## src/rtl/dec_exe_hazard_ctrl.sv

```systemverilog
// ---------------------------------------------------------------------------
// dec_exe_hazard_ctrl
//
// Control for the fetch->decode and decode->execute pipeline registers.
//  - Holds the whole front end while a multi-cycle execute unit is busy.
//  - Squashes wrong-path work for FLUSH_CYCLES cycles after an execute-stage
//    redirect (fetch->decode loads a NOP, decode->execute loads a bubble).
//  - Detects load-use hazards and inserts a single bubble.
//  - Selects decode-side operand forwarding for rs1/rs2.
//  - Keeps saturating stall and flush performance counters.
//
// Parameters
//  FLUSH_CYCLES : squash cycles after an accepted redirect (>= 1)
//  CNT_W        : width of the performance counters
//
// Ports
//  clk, reset                       : clock (rising edge), async active-high reset
//  dec_valid/rs1/rs2/uses_rs1/rs2   : decode-stage instruction operands
//  exe_valid/rd/regw/memr           : execute-stage instruction (D/E register output)
//  exe_busy                         : multi-cycle execute unit still working
//  exe_redirect                     : execute resolved a taken branch/jump
//  mem_rd/mem_regw                  : memory-stage destination
//  if_id_enable/if_id_flush         : fetch->decode register control
//  dec_exe_enable/dec_exe_bubble    : decode->execute register control
//  fwd_rs1_sel/fwd_rs2_sel          : 00 regfile, 01 execute, 10 memory stage
//  stall_cnt/flush_cnt              : saturating performance counters
//
// The register controls are a same-cycle function of the current state and
// the hazard inputs: a load-use stall or redirect must act on the very cycle
// it is detected, so only the state, flush down-counter and performance
// counters are registered.
// ---------------------------------------------------------------------------
module dec_exe_hazard_ctrl #(
  parameter int FLUSH_CYCLES = 1,
  parameter int CNT_W        = 32
) (
  input  logic             clk,
  input  logic             reset,
  input  logic             dec_valid,
  input  logic [4:0]       dec_rs1,
  input  logic [4:0]       dec_rs2,
  input  logic             dec_uses_rs1,
  input  logic             dec_uses_rs2,
  input  logic             exe_valid,
  input  logic [4:0]       exe_rd,
  input  logic             exe_regw,
  input  logic             exe_memr,
  input  logic             exe_busy,
  input  logic             exe_redirect,
  input  logic [4:0]       mem_rd,
  input  logic             mem_regw,
  output logic             if_id_enable,
  output logic             if_id_flush,
  output logic             dec_exe_enable,
  output logic             dec_exe_bubble,
  output logic [1:0]       fwd_rs1_sel,
  output logic [1:0]       fwd_rs2_sel,
  output logic [CNT_W-1:0] stall_cnt,
  output logic [CNT_W-1:0] flush_cnt
);

  // Down-counter wide enough to hold FLUSH_CYCLES-1 (at least one bit).
  localparam int FC_W = (FLUSH_CYCLES > 1) ? ($clog2(FLUSH_CYCLES) + 1) : 1;

  localparam logic [FC_W-1:0]  FC_RELOAD = FC_W'(FLUSH_CYCLES - 1);
  localparam logic [FC_W-1:0]  FC_ONE    = FC_W'(1);
  localparam logic [FC_W-1:0]  FC_ZERO   = {FC_W{1'b0}};
  localparam logic [CNT_W-1:0] CNT_ZERO  = {CNT_W{1'b0}};
  localparam logic [CNT_W-1:0] CNT_MAX   = {CNT_W{1'b1}};

  localparam logic [1:0] FWD_RF  = 2'b00;
  localparam logic [1:0] FWD_EXE = 2'b01;
  localparam logic [1:0] FWD_MEM = 2'b10;

  typedef enum logic [1:0] {
    ST_RUN   = 2'd0,
    ST_BUSY  = 2'd1,
    ST_FLUSH = 2'd2
  } state_t;

  state_t          state_r;
  state_t          next_state_s;
  logic [FC_W-1:0] flush_ctr_r;
  logic [FC_W-1:0] next_flush_ctr_s;
  logic            in_flush_s;
  logic            load_use_s;
  logic            redirect_acc_s;
  logic            stall_evt_s;

  // Saturating increment: holds at all-ones instead of wrapping.
  function automatic logic [CNT_W-1:0] sat_inc(input logic [CNT_W-1:0] v);
    logic [CNT_W-1:0] r;
    if (v == CNT_MAX) begin
      r = v;
    end else begin
      r = v + CNT_W'(1);
    end
    return r;
  endfunction

  // Forwarding source for one operand; execute is younger so it wins, and
  // a load in execute has no result yet so it never forwards from there.
  function automatic logic [1:0] fwd_sel(
    input logic [4:0] rs,
    input logic       e_valid,
    input logic       e_regw,
    input logic       e_memr,
    input logic [4:0] e_rd,
    input logic       m_regw,
    input logic [4:0] m_rd
  );
    logic [1:0] r;
    if (e_valid && e_regw && !e_memr && (e_rd != 5'd0) && (e_rd == rs)) begin
      r = FWD_EXE;
    end else if (m_regw && (m_rd != 5'd0) && (m_rd == rs)) begin
      r = FWD_MEM;
    end else begin
      r = FWD_RF;
    end
    return r;
  endfunction

  // Load in execute whose destination the decode instruction reads.
  always_comb begin
    load_use_s = exe_valid && exe_memr && exe_regw && (exe_rd != 5'd0) && dec_valid &&
                 ((dec_uses_rs1 && (dec_rs1 == exe_rd)) ||
                  (dec_uses_rs2 && (dec_rs2 == exe_rd)));
  end

  // Decode current state; BUSY with exe_busy low behaves exactly like RUN.
  always_comb begin
    case (state_r)
      ST_RUN:   in_flush_s = 1'b0;
      ST_BUSY:  in_flush_s = 1'b0;
      ST_FLUSH: in_flush_s = 1'b1;
      default:  in_flush_s = 1'b0;
    endcase
  end

  // Pipeline register controls and next state, in priority busy > redirect > load-use.
  always_comb begin
    if_id_enable     = 1'b0;
    if_id_flush      = 1'b0;
    dec_exe_enable   = 1'b0;
    dec_exe_bubble   = 1'b0;
    redirect_acc_s   = 1'b0;
    next_state_s     = state_r;
    next_flush_ctr_s = flush_ctr_r;
    if (reset) begin
      next_state_s     = ST_RUN;
      next_flush_ctr_s = FC_ZERO;
    end else if (exe_busy) begin
      // Hold everything; any flush in progress is abandoned.
      next_state_s     = ST_BUSY;
      next_flush_ctr_s = FC_ZERO;
    end else if (exe_redirect) begin
      if_id_enable   = 1'b1;
      if_id_flush    = 1'b1;
      dec_exe_enable = 1'b1;
      dec_exe_bubble = 1'b1;
      redirect_acc_s = 1'b1;
      if (FLUSH_CYCLES > 1) begin
        next_state_s     = ST_FLUSH;
        next_flush_ctr_s = FC_RELOAD;
      end else begin
        next_state_s     = ST_RUN;
        next_flush_ctr_s = FC_ZERO;
      end
    end else if (in_flush_s) begin
      if_id_enable   = 1'b1;
      if_id_flush    = 1'b1;
      dec_exe_enable = 1'b1;
      dec_exe_bubble = 1'b1;
      if (flush_ctr_r <= FC_ONE) begin
        next_state_s     = ST_RUN;
        next_flush_ctr_s = FC_ZERO;
      end else begin
        next_state_s     = ST_FLUSH;
        next_flush_ctr_s = flush_ctr_r - FC_ONE;
      end
    end else if (load_use_s) begin
      // Freeze fetch->decode, push a bubble into execute for this cycle only.
      if_id_enable     = 1'b0;
      dec_exe_enable   = 1'b1;
      dec_exe_bubble   = 1'b1;
      next_state_s     = ST_RUN;
      next_flush_ctr_s = FC_ZERO;
    end else begin
      if_id_enable     = 1'b1;
      dec_exe_enable   = 1'b1;
      next_state_s     = ST_RUN;
      next_flush_ctr_s = FC_ZERO;
    end
  end

  // Operand forwarding selects, forced to regfile while in reset.
  always_comb begin
    if (reset) begin
      fwd_rs1_sel = FWD_RF;
      fwd_rs2_sel = FWD_RF;
    end else begin
      fwd_rs1_sel = fwd_sel(dec_rs1, exe_valid, exe_regw, exe_memr, exe_rd, mem_regw, mem_rd);
      fwd_rs2_sel = fwd_sel(dec_rs2, exe_valid, exe_regw, exe_memr, exe_rd, mem_regw, mem_rd);
    end
  end

  // A stall cycle is any cycle the front end does not advance normally.
  always_comb begin
    stall_evt_s = (!if_id_enable) || dec_exe_bubble;
  end

  // State, flush down-counter and performance counters.
  always_ff @(posedge clk or posedge reset) begin
    if (reset) begin
      state_r     <= ST_RUN;
      flush_ctr_r <= FC_ZERO;
      stall_cnt   <= CNT_ZERO;
      flush_cnt   <= CNT_ZERO;
    end else begin
      state_r     <= next_state_s;
      flush_ctr_r <= next_flush_ctr_s;
      if (stall_evt_s) begin
        stall_cnt <= sat_inc(stall_cnt);
      end else begin
        stall_cnt <= stall_cnt;
      end
      if (redirect_acc_s) begin
        flush_cnt <= sat_inc(flush_cnt);
      end else begin
        flush_cnt <= flush_cnt;
      end
    end
  end

endmodule

```

## config.mk

```make
export PLATFORM = sky130hd
export DESIGN_NAME = dec_exe_hazard_ctrl
export DESIGN_NICKNAME = d
export VERILOG_FILES = /design/src/rtl/dec_exe_hazard_ctrl.sv
export SDC_FILE = /design/constraint.sdc
export NUM_CORES = 1
export LEC_CHECK = 0
export CAP_MARGIN = 10
export CORE_ASPECT_RATIO = 0.75
export CORE_MARGIN = 3
export CORE_UTILIZATION = 40
export CTS_BUF_LIST = sky130_fd_sc_hd__clkbuf_4
export CTS_CLUSTER_SIZE = 30
export DETAILED_ROUTE_END_ITERATION = 6
export DONT_BUFFER_PORTS = 1
export GPL_TIMING_DRIVEN = 0
export PLACE_DENSITY = 0.58
export SLEW_MARGIN = 20
export SYNTH_ARGS = -nofsm -noshare
export SYNTH_HDL_FRONTEND = slang
export SYNTH_SLANG_ARGS = --single-unit
export TNS_END_PERCENT = 30
```

## constraint.sdc

```tcl
create_clock -name clk -period 3.56 [get_ports clk]
set_input_delay 0.356 -clock clk [delete_from_list [all_inputs] [get_ports clk]]
set_output_delay 0.356 -clock clk [all_outputs]
set_load 0.005 [all_outputs]
```

==> results of run 1 <==
## per-layer routing
metal  part of all wire (%)  GRT usage [%]  vias up  wire (um)
li1                       -              -     1167          -
met1                     46           22.6     1173       3500
met2                     44           23.8       80       3360
met3                    8.0           7.27        9        607
met4                    1.6           5.30        0        123
met5                      0              0        -          0
## flip-flops by register name, summed over array words and instances (netlist names)
| register | cells |
|---|---|
| flush_cnt | 32 |
| stall_cnt | 32 |
## per-stage QoR
| stage | cell area (um2) | worst slack (ns) | hold WS, ns | utilization [%] | power, mW |
|---|---|---|---|---|---|
| 3_3_place_gp | 3450 | -0.0878 | 0.501 | 43.2 | 1.09 |
| 5_1_grt | 3590 | 1.02 | 0.366 | 44.9 | 1.58 |
| 4_1_cts | 3590 | 1.19 | 0.357 | 44.9 | 1.51 |
| 3_5_place_dp | 3480 | 1.30 | 0.214 | 43.5 | 1.10 |
| 6_report | 3590 | 1.24 | 0.384 | 44.9 | 1.48 |
| 2_1_floorplan | 3320 | 0.705 | 0.477 | - | 1.04 |
## final timing paths
path | cells after the start | start | end | slack (ns)
worst max-delay path | 5 | reset | fwd_rs1_sel[1] | 1.24
worst min-delay path | 2 | reset | stall_cnt[20] | 0.38
worst max register to register | 8 | flush_cnt[0] | flush_cnt[24] | 1.29
worst min register to register | 1 | stall_cnt[5] | stall_cnt[5] | 0.52
max in group asynchronous | 3 | reset | flush_cnt[1] | 2.66
min in group clk | 4 | exe_redirect | flush_cnt[11] | 0.41
## logic make-up after synthesis
family / Yosys count
adders and majority gates: 2
xor gates and xnor gates: 82
buffers and inverters: 12
DFF: 64
and+or+nand+nor: 156
AOI/OAI and AO/OA: 11
## cell usage in the layout (no fill, tap or decap), types with 2 or more instances in the layout
cell      instances
and2_1            3
o2111a_1          2
nand3_1          29
nor2_2            2
nand4_1          23
nor3_1           14
and4_1            2
o21a_1            2
clkinv_2          2
nand2_1          32
nor4_1            8
xnor2_1          46
clkbuf_1          2
clkinv_1          2
xor2_1           35
dfrtp_1          64
or3_1             2
and3_1            8
clkbuf_4         10
nor2_1           25
ha_1              2
inv_1             7
## what timing repair did
item / 4_1_cts / 5_1_grt
hold buffers: 1 / 0
setup endpoints to repair: 0 / 0
endpoints found under the hold margin: 20 / 0
## layout make-up
class / instances / area, um2
clock buffer: 10 / 75.1
multi-input combinational: 251 / 1670
sequential: 64 / 1600
inverter: 8 / 32.5
fill: 783 / 4400
buffer: 4 / 20.0
tap: 105 / 131
timing repair buffer: 2 / 37.5
clock inverter: 5 / 25.0
## power by group
group / total, mW / leakage [nW] / internal (mW) / switching, mW
combinational: 0.186 / 0.649 / 0.0883 / 0.0978
clock: 0.393 / 0.0571 / 0.141 / 0.252
sequential: 0.898 / 0.849 / 0.792 / 0.106
==> results.yml, run 1 <==
status:
  status: "complete, no violations"
yosys:
  netlist_area_um2: 3320
  ys_top_cells_by_area: "dfrtp_1 48%, xnor2_1 12%, xor2_1 9.2%, nand3_1 4.4%, nand4_1 4.3%"
  yosysWarningCount: 0
  muxShareOfSynthArea_pct: 0
  synth_cells: 327
  syn_nets: 360
  async_reset_ff_share_pct: 100
  yosys.area_share.simple_pct: 24.6
  synth_top_area_share_pct: 48.3
  ys_types: 37
  synth_top_family_by_area: "simple AND/OR/NAND/NOR gates"
  yosys-top-cells-count: "64 x dfrtp_1, 46 x xnor2_1, 35 x xor2_1"
  yosysTopAreaCell: "dfrtp_1"
  synth_flop_cell: "dfrtp_1"
  ys_seq_area_share_pct: 48.3
  synth_compound_area_share_pct: 3.02
  avgSynthCellArea_um2: 10.1
  synth_xor_xnor_area_share_pct: 21.9
  synth_seq_cells: 64
  synth.most_common_cell: "dfrtp_1"
  synth_edf_count: 0
  yosys.area_share.adder_pct: 0.754
route:
  wire_per_inst_um: 16.9
  drcViolationCount: 0
  via_per_inst: 5.41
  dr.first_iter.drc_count: 146
  drt_wl_total_um: 7590
  ant_nets: 0
  dr.pass1.iters: 6
  num_vias: 2429
timing:
  fmax_mhz: 431
  final.min_clock_period_ns: 2.32
  tns_ns: 0
  max_slew_margin_pct: 69.1
  hold_viol: 0
  skew_ns: 0.0185
  finalCritPeriodShare_pct: 65.1
  drv_slew: 0
  tightest_slew_ns: 0.459
  rsz0062_at_grt: "no"
  setup_viol_count_final: 0
cts:
  cts_made_buffers: 9
  cts_max_level: 3
  cts_max_path_buffers: 2
  post_cts_resized: 0
  postCtsSetupBuffers: 0
  cts.clk_slew.worst_paths_ns: 0.11
  cts_root_buf: "clkbuf_4"
  insertion_delay_ns: 0.40
  cts_tree: "built"
  cts.sinks: 64
cells_and_area:
  nNetsFinal: 373
  finalNonFillerCells: 449
  drive_above_1_share_pct: 7.56
  syn_to_final_growth_pct: 8.19
  n_antenna_cell: 0
floorplanning:
  dieArea_um2: 9430
  ios: 103
  rows: 28
  die_x_um: 111
  coreArea_um2: 7990
  die_y_um: 84.9
  start_util_pct: 41.5
worst_setup_path:
  crit_arrival_ns: 1.96
  path_cells: "dlygate4sd3_1 > inv_4 > o211ai_1 > nor4_1 > o2111a_1"
  cp_num_buf_inv: 2
  cp-start-kind: "primary input"
  path_delay_family: "buffers and inverters"
  critPathCaptureType: "output port"
  path_class: "primary input to output port"
  crit_path_max_fanout: 22
  crit_slowest_cell: "dlygate4sd3_1"
  critPathRequiredTime_ns: 3.20
  slowest_delay_ns: 0.58
power:
  power_density_nw_per_um2: 412
  ir_drop_mv: 0.197
  leakage_nw: 1.56
global_route:
  grt_usage_pct: 16.6
  grt_start_max_net_pins: 45
  grt_pass1_wl_um: 12500
  antenna_found_initial: 0
  grt_pass1_vias: 2359
  grt-ovfl-total: 0
placement:
  dp_hpwl_um: 5760
  gp_congestion: 0.823
  dp.cells: 433
  numPortBuffers: 0
worst_hold_path:
  min_path_type: "primary input to async pin"
flow_run:
  drv_cap: 0
Power figures use the tool's default switching activity.
==> inputs of run 2 (changes only) <==
--- a/config.mk
+++ b/config.mk
@@ -14,7 +14,7 @@
 export DETAILED_ROUTE_END_ITERATION = 6
 export DONT_BUFFER_PORTS = 1
 export GPL_TIMING_DRIVEN = 0
-export PLACE_DENSITY = 0.58
+export PLACE_DENSITY = 0.6
 export SLEW_MARGIN = 20
 export SYNTH_ARGS = -nofsm -noshare
 export SYNTH_HDL_FRONTEND = slang
==> constraint.sdc (replaced) <==
create_clock -name clk -period 2.1 [get_ports clk]
set_input_delay 0.21 -clock clk [delete_from_list [all_inputs] [get_ports clk]]
set_output_delay 0.21 -clock clk [all_outputs]
set_load 0.005 [all_outputs]
==> results.yml, run 2 (synthesis gave the netlist of run 1 again) <==
cts:
  cts_max_level: 3
  cts.sinks: 64
  cts.clk_slew.worst_paths_ns: 0.11
  cts_tree: "built"
  cts_made_buffers: 9
  cts_root_buf: "clkbuf_4"
  insertion_delay_ns: 0.40
  cts_max_path_buffers: 2
worst_setup_path:
  path_class: "flop to flop"
  crit_slowest_cell: "or4b_4"
  cp_num_buf_inv: 0
  r2r-start: "stall_cnt[24]"
  slowest_delay_ns: 0.50
  ff2ff_setup_slack_ns: 0.07
  critPathRequiredTime_ns: 2.40
  cp_num_cells: 7
  crit_arrival_ns: 2.33
  path_cells: "and3_4 > and3_1 > and4_4 > nand3_2 > nand2_1 > or4b_4 > xnor2_2"
  critPathCaptureType: "flop"
  path_delay_family: "simple AND/OR/NAND/NOR gates"
  crit_path_max_fanout: 5
  cp-start-kind: "flop"
  r2r_cells: 7
  crit_path_end: "stall_cnt[19]"
  r2r-end: "stall_cnt[19]"
  crit_start: "stall_cnt[24]"
timing:
  final.min_clock_period_ns: 2.03
  drv_slew: 0
  max_slew_margin_pct: 53.1
  tightest_slew_ns: 0.701
  setup_viol_count_final: 0
  fmax_mhz: 492
  finalCritPeriodShare_pct: 96.7
  skew_ns: 0.0132
  rsz0062_at_grt: "yes"
  hold_viol: 0
  tns_ns: 0
route:
  dr.pass1.iters: 4
  ant_nets: 0
  num_vias: 2515
  via_per_inst: 5.43
  drcViolationCount: 0
  drt_wl_total_um: 7810
  wire_per_inst_um: 16.9
  dr.first_iter.drc_count: 156
power:
  power_density_nw_per_um2: 723
  p_int_mw: 2.02
  leakage_nw: 1.64
  p_comb_share_pct: 12.1
  switchingPower_uw: 783
  ir_drop_mv: 0.526
  swShare_pct: 28.0
  seqPwrFrac_pct: 54.7
  pwr-share-clk_pct: 33.2
placement:
  place_area_um2: 3500
  gp_congestion: 0.866
  dp_hpwl_um: 5760
  numPortBuffers: 0
cells_and_area:
  drive_above_1_share_pct: 19.0
  syn_to_final_growth_pct: 16.9
  final.fill_count: 758
  layout_commonest_cell: "dfrtp_1"
  nNetsFinal: 386
  top_regs: "flush_cnt x32, stall_cnt x32"
  n_antenna_cell: 0
  fin_area_um2: 3880
  final_cell_mix: "54 x dfrtp_1, 46 x xnor2_1, 35 x xor2_1"
global_route:
  grt_start_max_net_pins: 30
  grt_usage_pct: 17.3
  grt_pass1_vias: 2533
  antenna_found_initial: 0
  grt-ovfl-total: 0
  grt_pass1_wl_um: 13000
floorplanning:
  die_y_um: 84.9
  rows: 28
  dieArea_um2: 9430
  start_util_pct: 41.5
  ios: 103
  die_x_um: 111
  coreArea_um2: 7990
flow_run:
  drv_cap: 0
worst_hold_path:
  min_path_type: "primary input to flop"
status:
  status: "complete, no violations"
## run 2: power by group through the flow
| stage | registers [mW] | clock network [mW] | logic [mW] |
|---|---|---|---|
| 6_report | 1.53 | 0.931 | 0.340 |
| 4_1_cts | 1.52 | 0.967 | 0.337 |
| 3_5_place_dp | 1.54 | 0 | 0.322 |
| 3_3_place_gp | 1.54 | 0 | 0.302 |
| 5_1_grt | 1.57 | 1.02 | 0.391 |
| 2_1_floorplan | 1.50 | 0 | 0.259 |
## run 2: repair_timing
item	in CTS	in global routing
gates resized for setup	11	24
pin swaps	4	10
endpoints found under the hold margin	64	22
hold buffers	2	1
setup endpoints to repair	34	38
setup buffers	4	8
## run 2: metal layers
metal	vias up	GRT usage, %	wire (um)
li1	1196	-	-
met1	1209	21.0	3270
met2	95	27.4	3700
met3	15	8.70	742
met4	0	5.30	100
met5	-	0	0
## run 2: area by class of cell
cell class              count  area, um2  area share [%]
well taps                 105        131            3.39
clock buffers              11       82.6            2.13
plain buffers               2       18.8           0.484
clock inverters             5       71.3            1.84
repair buffers             17        166            4.29
inverters                   8       33.8           0.872
multi-input cells         251       1760            45.4
flip-flops and latches     64       1610            41.6
## run 2: worst min-delay path, stage by stage
cell and delay, ns:
nand2_1 0.09, nor3_2 0.08, nand4_1 0.10, xnor2_1 0.06
## run 2: how the worst min path moves through the flow
stage | startpoint | slack [ns] | to | cells past startpoint
finish | exe_redirect | 0.17 | flush_cnt[11] | 4
global route | exe_redirect | 0.16 | flush_cnt[11] | 4
CTS | exe_redirect | 0.17 | flush_cnt[11] | 4
detailed placement | reset | 0.10 | flush_cnt[7] | 1
global placement | reset | 0.46 | fwd_rs1_sel[0] | 1
floorplan | reset | 0.35 | flush_cnt[0] | 1
## run 2: through the flow
stage | setup WS, ns | instances | util [%] | hold slack [ns] | power, mW
2_1_floorplan | 0.126 | 327 | - | 0.346 | 1.76
3_3_place_gp | -0.302 | 432 | 43.2 | 0.464 | 1.84
3_5_place_dp | -0.132 | 434 | 43.8 | 0.101 | 1.87
4_1_cts | 0.00419 | 456 | 46.8 | 0.169 | 2.83
5_1_grt | -0.0330 | 463 | 48.5 | 0.163 | 2.98
6_report | 0.0689 | 463 | 48.5 | 0.171 | 2.80
